$ cat config.mk
export PLATFORM = sky130hd
export DESIGN_NAME = crc_serial_tx
export DESIGN_NICKNAME = d
export VERILOG_FILES = /design/src/rtl/crc_pkg.sv /design/src/rtl/crc_lfsr.sv /design/src/rtl/crc_serial_tx.sv
export SDC_FILE = /design/constraint.sdc
export NUM_CORES = 1
export LEC_CHECK = 0
export CAP_MARGIN = 10
export CORE_MARGIN = 2
export CORE_UTILIZATION = 64
export DETAILED_ROUTE_END_ITERATION = 7
export DONT_BUFFER_PORTS = 1
export PLACE_DENSITY = 0.87
export RECOVER_POWER = 25
export SLEW_MARGIN = 25
export SYNTH_ARGS = -nofsm -noshare
export SYNTH_HDL_FRONTEND = slang
export SYNTH_SLANG_ARGS = --single-unit
$ cat constraint.sdc
create_clock -name clk -period 4.6 [get_ports clk]
set_clock_uncertainty 0.1 [all_clocks]
set_input_delay 0.69 -clock clk [delete_from_list [all_inputs] [get_ports clk]]
set_output_delay 0.69 -clock clk [all_outputs]
set_load 0.005 [all_outputs]
$ cat src/rtl/crc_pkg.sv
// crc_pkg: shared FSM state type and USB CRC-5 default constants
package crc_pkg;
  typedef enum logic [1:0] {IDLE, DATA, CRC} crc_state_t;
  localparam logic [4:0] USB5_POLY    = 5'b00101;
  localparam logic [4:0] USB5_INIT    = 5'b11111;
  localparam logic [4:0] USB5_RESIDUE = 5'b01100;
endpackage

$ cat src/rtl/crc_lfsr.sv
// crc_lfsr: MSB-first CRC shift register with optional plain-shift mode
module crc_lfsr
  import crc_pkg::*;
#(
  parameter int                  CRC_BITS = 5,
  parameter logic [CRC_BITS-1:0] POLY     = USB5_POLY,
  parameter logic [CRC_BITS-1:0] INIT     = USB5_INIT
) (
  input  logic                clk,
  input  logic                rst,
  input  logic                en,
  input  logic                clr,
  input  logic                bit_in,
  input  logic                shift_only,
  output logic [CRC_BITS-1:0] crc_out
);
  logic [CRC_BITS-1:0] r_crc;
  logic                w_fb;
  assign w_fb    = !shift_only && (r_crc[CRC_BITS-1] ^ bit_in);
  assign crc_out = r_crc;
  // reload on reset or frame end, otherwise step once per enabled bit
  always_ff @(posedge clk) begin
    if (!rst || clr) r_crc <= INIT;
    else if (en) r_crc <= {r_crc[CRC_BITS-2:0], 1'b0} ^ (w_fb ? POLY : '0);
  end
endmodule

$ cat src/rtl/crc_serial_tx.sv
// crc_serial_tx: serial pass-through that appends a CRC and self-checks the frame
module crc_serial_tx
  import crc_pkg::*;
#(
  parameter int                  DATA_BITS = 11,
  parameter int                  CRC_BITS  = 5,
  parameter logic [CRC_BITS-1:0] POLY      = USB5_POLY,
  parameter logic [CRC_BITS-1:0] INIT      = '1,
  parameter bit                  INVERT    = 1'b1,
  parameter logic [CRC_BITS-1:0] RESIDUE   = USB5_RESIDUE
) (
  input  logic clk,
  input  logic rst,
  input  logic in_valid,
  output logic in_ready,
  input  logic in_data,
  output logic out_valid,
  input  logic out_ready,
  output logic out_data,
  output logic out_last,
  output logic ok
);
  localparam int MAXB = DATA_BITS > CRC_BITS ? DATA_BITS : CRC_BITS;
  localparam int CW   = $clog2(MAXB);
  crc_state_t          r_state, w_state_next;
  logic [CW-1:0]       r_cnt, w_cnt_next;
  logic                r_ok;
  logic [CRC_BITS-1:0] w_crc, w_chk, w_chk_next;
  logic                w_crc_st, w_xfer, w_last_data, w_end;
  assign w_crc_st    = rst && r_state == CRC;
  assign in_ready    = !w_crc_st && out_ready;
  assign out_valid   = w_crc_st || in_valid;
  assign out_data    = w_crc_st ? w_crc[CRC_BITS-1] ^ INVERT : in_data;
  assign out_last    = w_crc_st && r_cnt == CW'(CRC_BITS-1);
  assign w_xfer      = out_valid && out_ready;
  assign w_last_data = r_cnt == CW'(DATA_BITS-1);
  assign w_end       = w_xfer && out_last;
  assign w_chk_next  = {w_chk[CRC_BITS-2:0], 1'b0} ^ ((w_chk[CRC_BITS-1] ^ out_data) ? POLY : '0);
  assign ok          = r_ok;
  crc_lfsr #(.CRC_BITS(CRC_BITS), .POLY(POLY), .INIT(INIT)) u_gen (
    .clk(clk), .rst(rst), .en(w_xfer), .clr(w_end), .bit_in(in_data),
    .shift_only(w_crc_st), .crc_out(w_crc)
  );
  crc_lfsr #(.CRC_BITS(CRC_BITS), .POLY(POLY), .INIT(INIT)) u_chk (
    .clk(clk), .rst(rst), .en(w_xfer), .clr(w_end), .bit_in(out_data),
    .shift_only(1'b0), .crc_out(w_chk)
  );
  // state, bit counter and registered residue-match pulse
  always_ff @(posedge clk) begin
    if (!rst) begin
      r_state <= IDLE;
      r_cnt   <= '0;
      r_ok    <= 1'b0;
    end else begin
      r_state <= w_state_next;
      r_cnt   <= w_cnt_next;
      r_ok    <= w_end && w_chk_next == RESIDUE;
    end
  end
  // advance only on a transfer: payload count into CRC emission, then back to IDLE
  always_comb begin
    w_state_next = r_state;
    w_cnt_next   = r_cnt;
    if (w_xfer && w_crc_st) begin
      w_state_next = out_last ? IDLE : CRC;
      w_cnt_next   = out_last ? '0 : r_cnt + 1'b1;
    end else if (w_xfer) begin
      w_state_next = w_last_data ? CRC : DATA;
      w_cnt_next   = w_last_data ? '0 : r_cnt + 1'b1;
    end
  end
endmodule

==> results.yml, run 1 <==
worst_setup_path:
  crit_path_max_fanout: 5
  r2r_slack_ns: 2.92
  worst_ep_required_time_ns: 3.81
  cp_data_arrival_time_ns: 1.35
  rr_endpoint: "u_chk.crc_out[2]"
  path_class: "reg2out"
  worstRegToRegCells: 6
  r2r_start: "r_cnt[0]"
  startpoint_type: "register"
  critPathCaptureType: "output pin"
clock_tree:
  cts_root_buffer: "clkbuf_4"
  cts_max_level: 1
  cts_tree: "done"
  cts_resized: 0
  cts.hold.buffers_added: 0
  clock_path_buffers: 2
  cts_setup_buffers: 0
  numCtsBuffers: 3
  worstSkewPairLatency_ns: 0.28
  clock-sinks: 17
  path_clk_slew_ns: 0.09
floorplanning:
  core-area_um2: 1330
  ios: 10
  die-width_um: 42.2
  die_h_um: 42.2
  start_util: 0.699
  dieArea_um2: 1780
  core.rowCount: 13
routing:
  wl_per_cell_um: 13.5
  drt_iter0_markers: 19
  dr.pass1.iters: 4
  routed_wl_um: 1760
  viasPerCell: 6.05
  vias: 787
  drc: 0
  ant_nets: 0
pwr:
  p_leak_nw: 0.374
  irDropWorstVdd_v: 0.000221
  pwr_density_cell_nw_per_um2: 285
synth:
  synthCells: 115
  ys_top_cells_by_count: "nand2_1 (20), dfxtp_1 (17), nor2_1 (9)"
  synth-seq-cells: 17
  syn-num-nets: 124
  yosys_warnings: 0
  synth-edff-count: 0
  synthFlopType: "dfxtp_1"
  synth_top_area_frac: 0.365
  yosysTopAreaCell: "dfxtp_1"
  yosys.cell_count.top_type: "nand2_1"
  syn_area_per_cell_um2: 8.11
  netlist_area_um2: 932
  yosysSeqAreaShare: 0.365
  asyncSetResetFlopFracSynth: 0
  synthTopCellsByArea: "dfxtp_1 (37%), nand2_1 (8.1%), ha_1 (5.4%), nand3_1 (4.3%), nor2_1 (3.6%)"
  netlist-cell-type-count: 37
sta:
  fmax_mhz: 467
  holdWs_ns: 0.371
  slew_viol_final: 0
  min_period_ns: 2.14
  max-slew-margin-rel: 0.672
  rsz0062_at_grt: "false"
  period_share: 0.466
  setup_viol: 0
  tightest_slew_ns: 0.491
  fin_setup_tns_ns: 0
  hold_viol_final: 0
global_route:
  grt_pass1_vias: 678
  grt_pass1_wl_um: 2900
  grt_start_max_net_pins: 14
  track_usage: 0.207
  antenna_found_initial: 0
  grt_overflow_total: 0
placed_design:
  dpl.hpwl_um: 1310
  portBuffers: 0
  place.gp.congestion: 0.834
min_path:
  worstHoldStart: "u_gen.crc_out[2]"
  min_to: "u_gen.crc_out[3]"
  holdPathStages: 2
  hold_class: "reg2reg"
finish:
  antenna_cells: 0
  drive_gt1_frac: 0.0783
  syn_to_final_growth_pct: 1.48
  finish.net_count: 125
outcome:
  outcome: "finished, final reports clean"
flow_run:
  maxCapViolCount: 0
[per-stage QoR]
| stage | utilization | area (um2) | total power, mW | setup slack (ns) | std cells |
|---|---|---|---|---|---|
| after global placement | 0.694 | 926 | 0.194 | 2.68 | 126 |
| after detailed placement | 0.694 | 926 | 0.196 | 2.66 | 126 |
| final | 0.709 | 946 | 0.270 | 2.46 | 130 |
| after global routing | 0.709 | 946 | 0.282 | 2.34 | 130 |
| after CTS | 0.714 | 952 | 0.273 | 2.46 | 130 |
| after floorplan | - | 932 | 0.192 | 2.62 | 115 |
[cell type report]
| cell class | instances | area (um2) |
|---|---|---|
| Tap cell | 15 | 18.8 |
| Clock buffer | 4 | 26.3 |
| Fill cell | 107 | 388 |
| Inverter | 4 | 15.0 |
| Sequential cell | 17 | 340 |
| Multi-Input combinational cell | 90 | 546 |
[critical path: stages (launching register included)]
cell	delay [ns]
dfxtp_1	0.36
inv_1	0.11
ha_1	0.15
nand3b_1	0.17
nor2_1	0.28
[how the worst max path moves through the flow]
stage                  start  endpoint  slack [ns]  cells past startpoint
floorplan                rst  out_data        2.62                      3
global placement         rst  out_data        2.68                      2
detailed placement       rst  out_last        2.66                      2
CTS                 r_cnt[0]  out_last        2.46                      4
global route        r_cnt[0]  out_last        2.34                      4
finish              r_cnt[0]  out_last        2.46                      4
[registers in the layout (all words and copies together), names as in the netlist]
register / count
ok: 1
r_cnt: 4
u_chk.crc_out: 5
u_gen.crc_out: 5
r_state: 2
[report_power, final]
part,total [mW],internal [mW],switching (mW)
sequential,0.161,0.155,0.00632
combinational,0.0317,0.0138,0.0179
clock,0.0772,0.0336,0.0436
[metal layers]
metal / share of wire / track usage / up-vias
li1: - / - / 401
met1: 0.48 / 0.271 / 359
met2: 0.45 / 0.335 / 25
met3: 0.058 / 0.0517 / 2
met4: 0.0097 / 0.0563 / 0
met5: 0 / 0 / -
[kinds of logic (layout without fill, tap and decap cells)]
| kind of cell | count (synthesis) | after routing | share of synthesized area |
|---|---|---|---|
| AO/OA/AOI/OAI | 22 | 22 | 0.158 |
| XOR/XNOR | 3 | 3 | 0.0282 |
| adder cells (fa/ha/maj) | 4 | 4 | 0.0537 |
| buffers and inverters | 8 | 8 | 0.0429 |
| flip-flops | 17 | 17 | 0.365 |
| multiplexers | 1 | 1 | 0.0121 |
| AND/OR/NAND/NOR | 60 | 60 | 0.340 |
[cell usage in the layout (no fill, tap or decap), types with 2 or more instances in the layout]
master / Yosys / layout
clkbuf_4: 0 / 3
nand2b_1: 3 / 3
nor4_1: 2 / 2
dfxtp_1: 17 / 17
xnor2_1: 2 / 2
o21ai_0: 6 / 7
o211ai_1: 2 / 2
nand3_1: 8 / 8
a21oi_1: 2 / 2
nor2_1: 9 / 9
ha_1: 4 / 4
nand4b_1: 1 / 2
nand2_1: 20 / 20
o21a_1: 3 / 3
nor3_1: 4 / 4
nand3b_1: 4 / 4
inv_1: 4 / 4
(Power assumes the default switching activity.)
==> run 2, diff against run 1 <==
--- a/config.mk
+++ b/config.mk
@@ -7,10 +7,10 @@
 export LEC_CHECK = 0
 export CAP_MARGIN = 10
 export CORE_MARGIN = 2
-export CORE_UTILIZATION = 64
+export CORE_UTILIZATION = 60
 export DETAILED_ROUTE_END_ITERATION = 7
 export DONT_BUFFER_PORTS = 1
-export PLACE_DENSITY = 0.87
+export PLACE_DENSITY = 0.83
 export RECOVER_POWER = 25
 export SLEW_MARGIN = 25
 export SYNTH_ARGS = -nofsm -noshare
==> constraint.sdc (replaced) <==
create_clock -name clk -period 2.2 [get_ports clk]
set_clock_uncertainty 0.1 [all_clocks]
set_input_delay 0.33 -clock clk [delete_from_list [all_inputs] [get_ports clk]]
set_output_delay 0.33 -clock clk [all_outputs]
set_load 0.005 [all_outputs]
==> results.yml, run 2 (synthesized netlist as in run 1, its figures left out) <==
outcome:
  outcome: "finished, final reports clean"
clock_tree:
  cts.hold.buffers_added: 0
  cts_setup_buffers: 0
  path_clk_slew_ns: 0.10
  cts_resized: 0
  cts_max_level: 1
  cts_root_buffer: "clkbuf_4"
  clock_path_buffers: 2
  worstSkewPairLatency_ns: 0.29
  cts_tree: "done"
  numCtsBuffers: 3
  clock-sinks: 17
floorplanning:
  die-width_um: 43.4
  core.rowCount: 14
  die_h_um: 43.4
  dieArea_um2: 1880
  core-area_um2: 1490
  start_util: 0.626
  ios: 10
finish:
  antenna_cells: 0
  fillers: 122
  finish.net_count: 125
  multi_input_area_um2: 552
  seq_area_um2: 340
  syn_to_final_growth_pct: 2.28
  drive_gt1_frac: 0.0870
  mostFrequentLayoutCell: "nand2_1"
  most-common-layout-cells: "nand2_1 (20), dfxtp_1 (17), nor2_1 (9)"
routing:
  viasPerCell: 6.17
  drt_iter0_markers: 26
  routed_wl_um: 1940
  drc: 0
  vias: 808
  ant_nets: 0
  dr.pass1.iters: 6
  wl_per_cell_um: 14.8
pwr:
  irDropWorstVdd_v: 0.000374
  totalPowerFinal_uw: 574
  p_comb_frac: 0.118
  switching_share: 0.263
  pwr_density_cell_nw_per_um2: 602
  p_sw_uw: 151
  power.internal_uw: 423
  p_leak_nw: 0.388
  clock_power_share: 0.294
  share_seq_of_total_power: 0.587
global_route:
  antenna_found_initial: 0
  grt_overflow_total: 0
  gr-usage-met2: 0.379
  grt_start_max_net_pins: 14
  busiest_layer: "met2"
  use_met3: 0.0375
  grt_pass1_vias: 770
  grt_pass1_wl_um: 3260
  track_usage: 0.229
  met1_usage: 0.297
sta:
  holdWs_ns: 0.0569
  setup_viol: 0
  period_share: 0.813
  tightest_slew_ns: 0.498
  min_period_ns: 1.79
  rsz0062_at_grt: "false"
  hold_viol_final: 0
  slew_viol_final: 0
  max-slew-margin-rel: 0.668
  fin_setup_tns_ns: 0
  fmax_mhz: 559
  setup_ws_ns: 0.412
placed_design:
  pre_cts_slack_ns: 0.568
  dpl.hpwl_um: 1430
  place.gp.congestion: 0.883
  portBuffers: 0
worst_setup_path:
  path_class: "reg2out"
  r2r_slack_ns: 0.56
  worstRegToRegCells: 6
  worst_ep_required_time_ns: 1.77
  critPathCaptureType: "output pin"
  startpoint_type: "register"
  startpoint: "r_cnt[0]"
  rr_endpoint: "u_chk.crc_out[2]"
  crit_path_max_fanout: 5
  r2r_start: "r_cnt[0]"
  cp_data_arrival_time_ns: 1.36
  critPathCapture: "out_last"
flow_run:
  maxCapViolCount: 0
min_path:
  worstHoldStart: "rst"
  hold_class: "in2reg"
-- run 2: cell counts in the layout (fill, tap and decap cells not counted) --
No cell type changed its count.
-- run 2: area by class of cell --
| type | instances | share of cell area |
|---|---|---|
| tap | 16 | 0.0210 |
| sequential | 17 | 0.357 |
| clock buffer | 4 | 0.0276 |
| multi-input combinational | 90 | 0.579 |
| inverter | 4 | 0.0157 |
-- run 2: power by group through the flow --
stage                     logic, mW  clock network [mW]  registers, mW
after floorplan              0.0605                   0          0.340
after global placement       0.0633                   0          0.342
after detailed placement     0.0668                   0          0.344
after CTS                    0.0671               0.175          0.337
after global routing         0.0769               0.185          0.340
final                        0.0679               0.169          0.337
-- run 2: layer usage --
layer | wire, um | up-vias
li1 | - | 406
met1 | 925 | 372
met2 | 921 | 27
met3 | 77 | 3
met4 | 13 | 0
met5 | 0 | -
-- run 2: how the worst min path moves through the flow --
stage,to,cells after the start
after CTS,r_cnt[0],1
after global routing,r_cnt[0],1
after detailed placement,r_cnt[0],1
after floorplan,u_gen.crc_out[1],2
final,r_cnt[0],1
after global placement,u_gen.crc_out[4],2
-- run 2: through the flow --
step	instances	instance area, um2	util
6_report	131	953	0.640
5_1_grt	131	953	0.640
4_1_cts	131	953	0.640
3_5_place_dp	127	927	0.623
3_3_place_gp	127	927	0.623
2_1_floorplan	115	932	-
-- run 2: critical path, stage by stage, from the launching register on --
cell and delay (ns):
dfxtp_1 0.36, inv_1 0.12, ha_1 0.16, nand3b_1 0.14, nor2_1 0.28
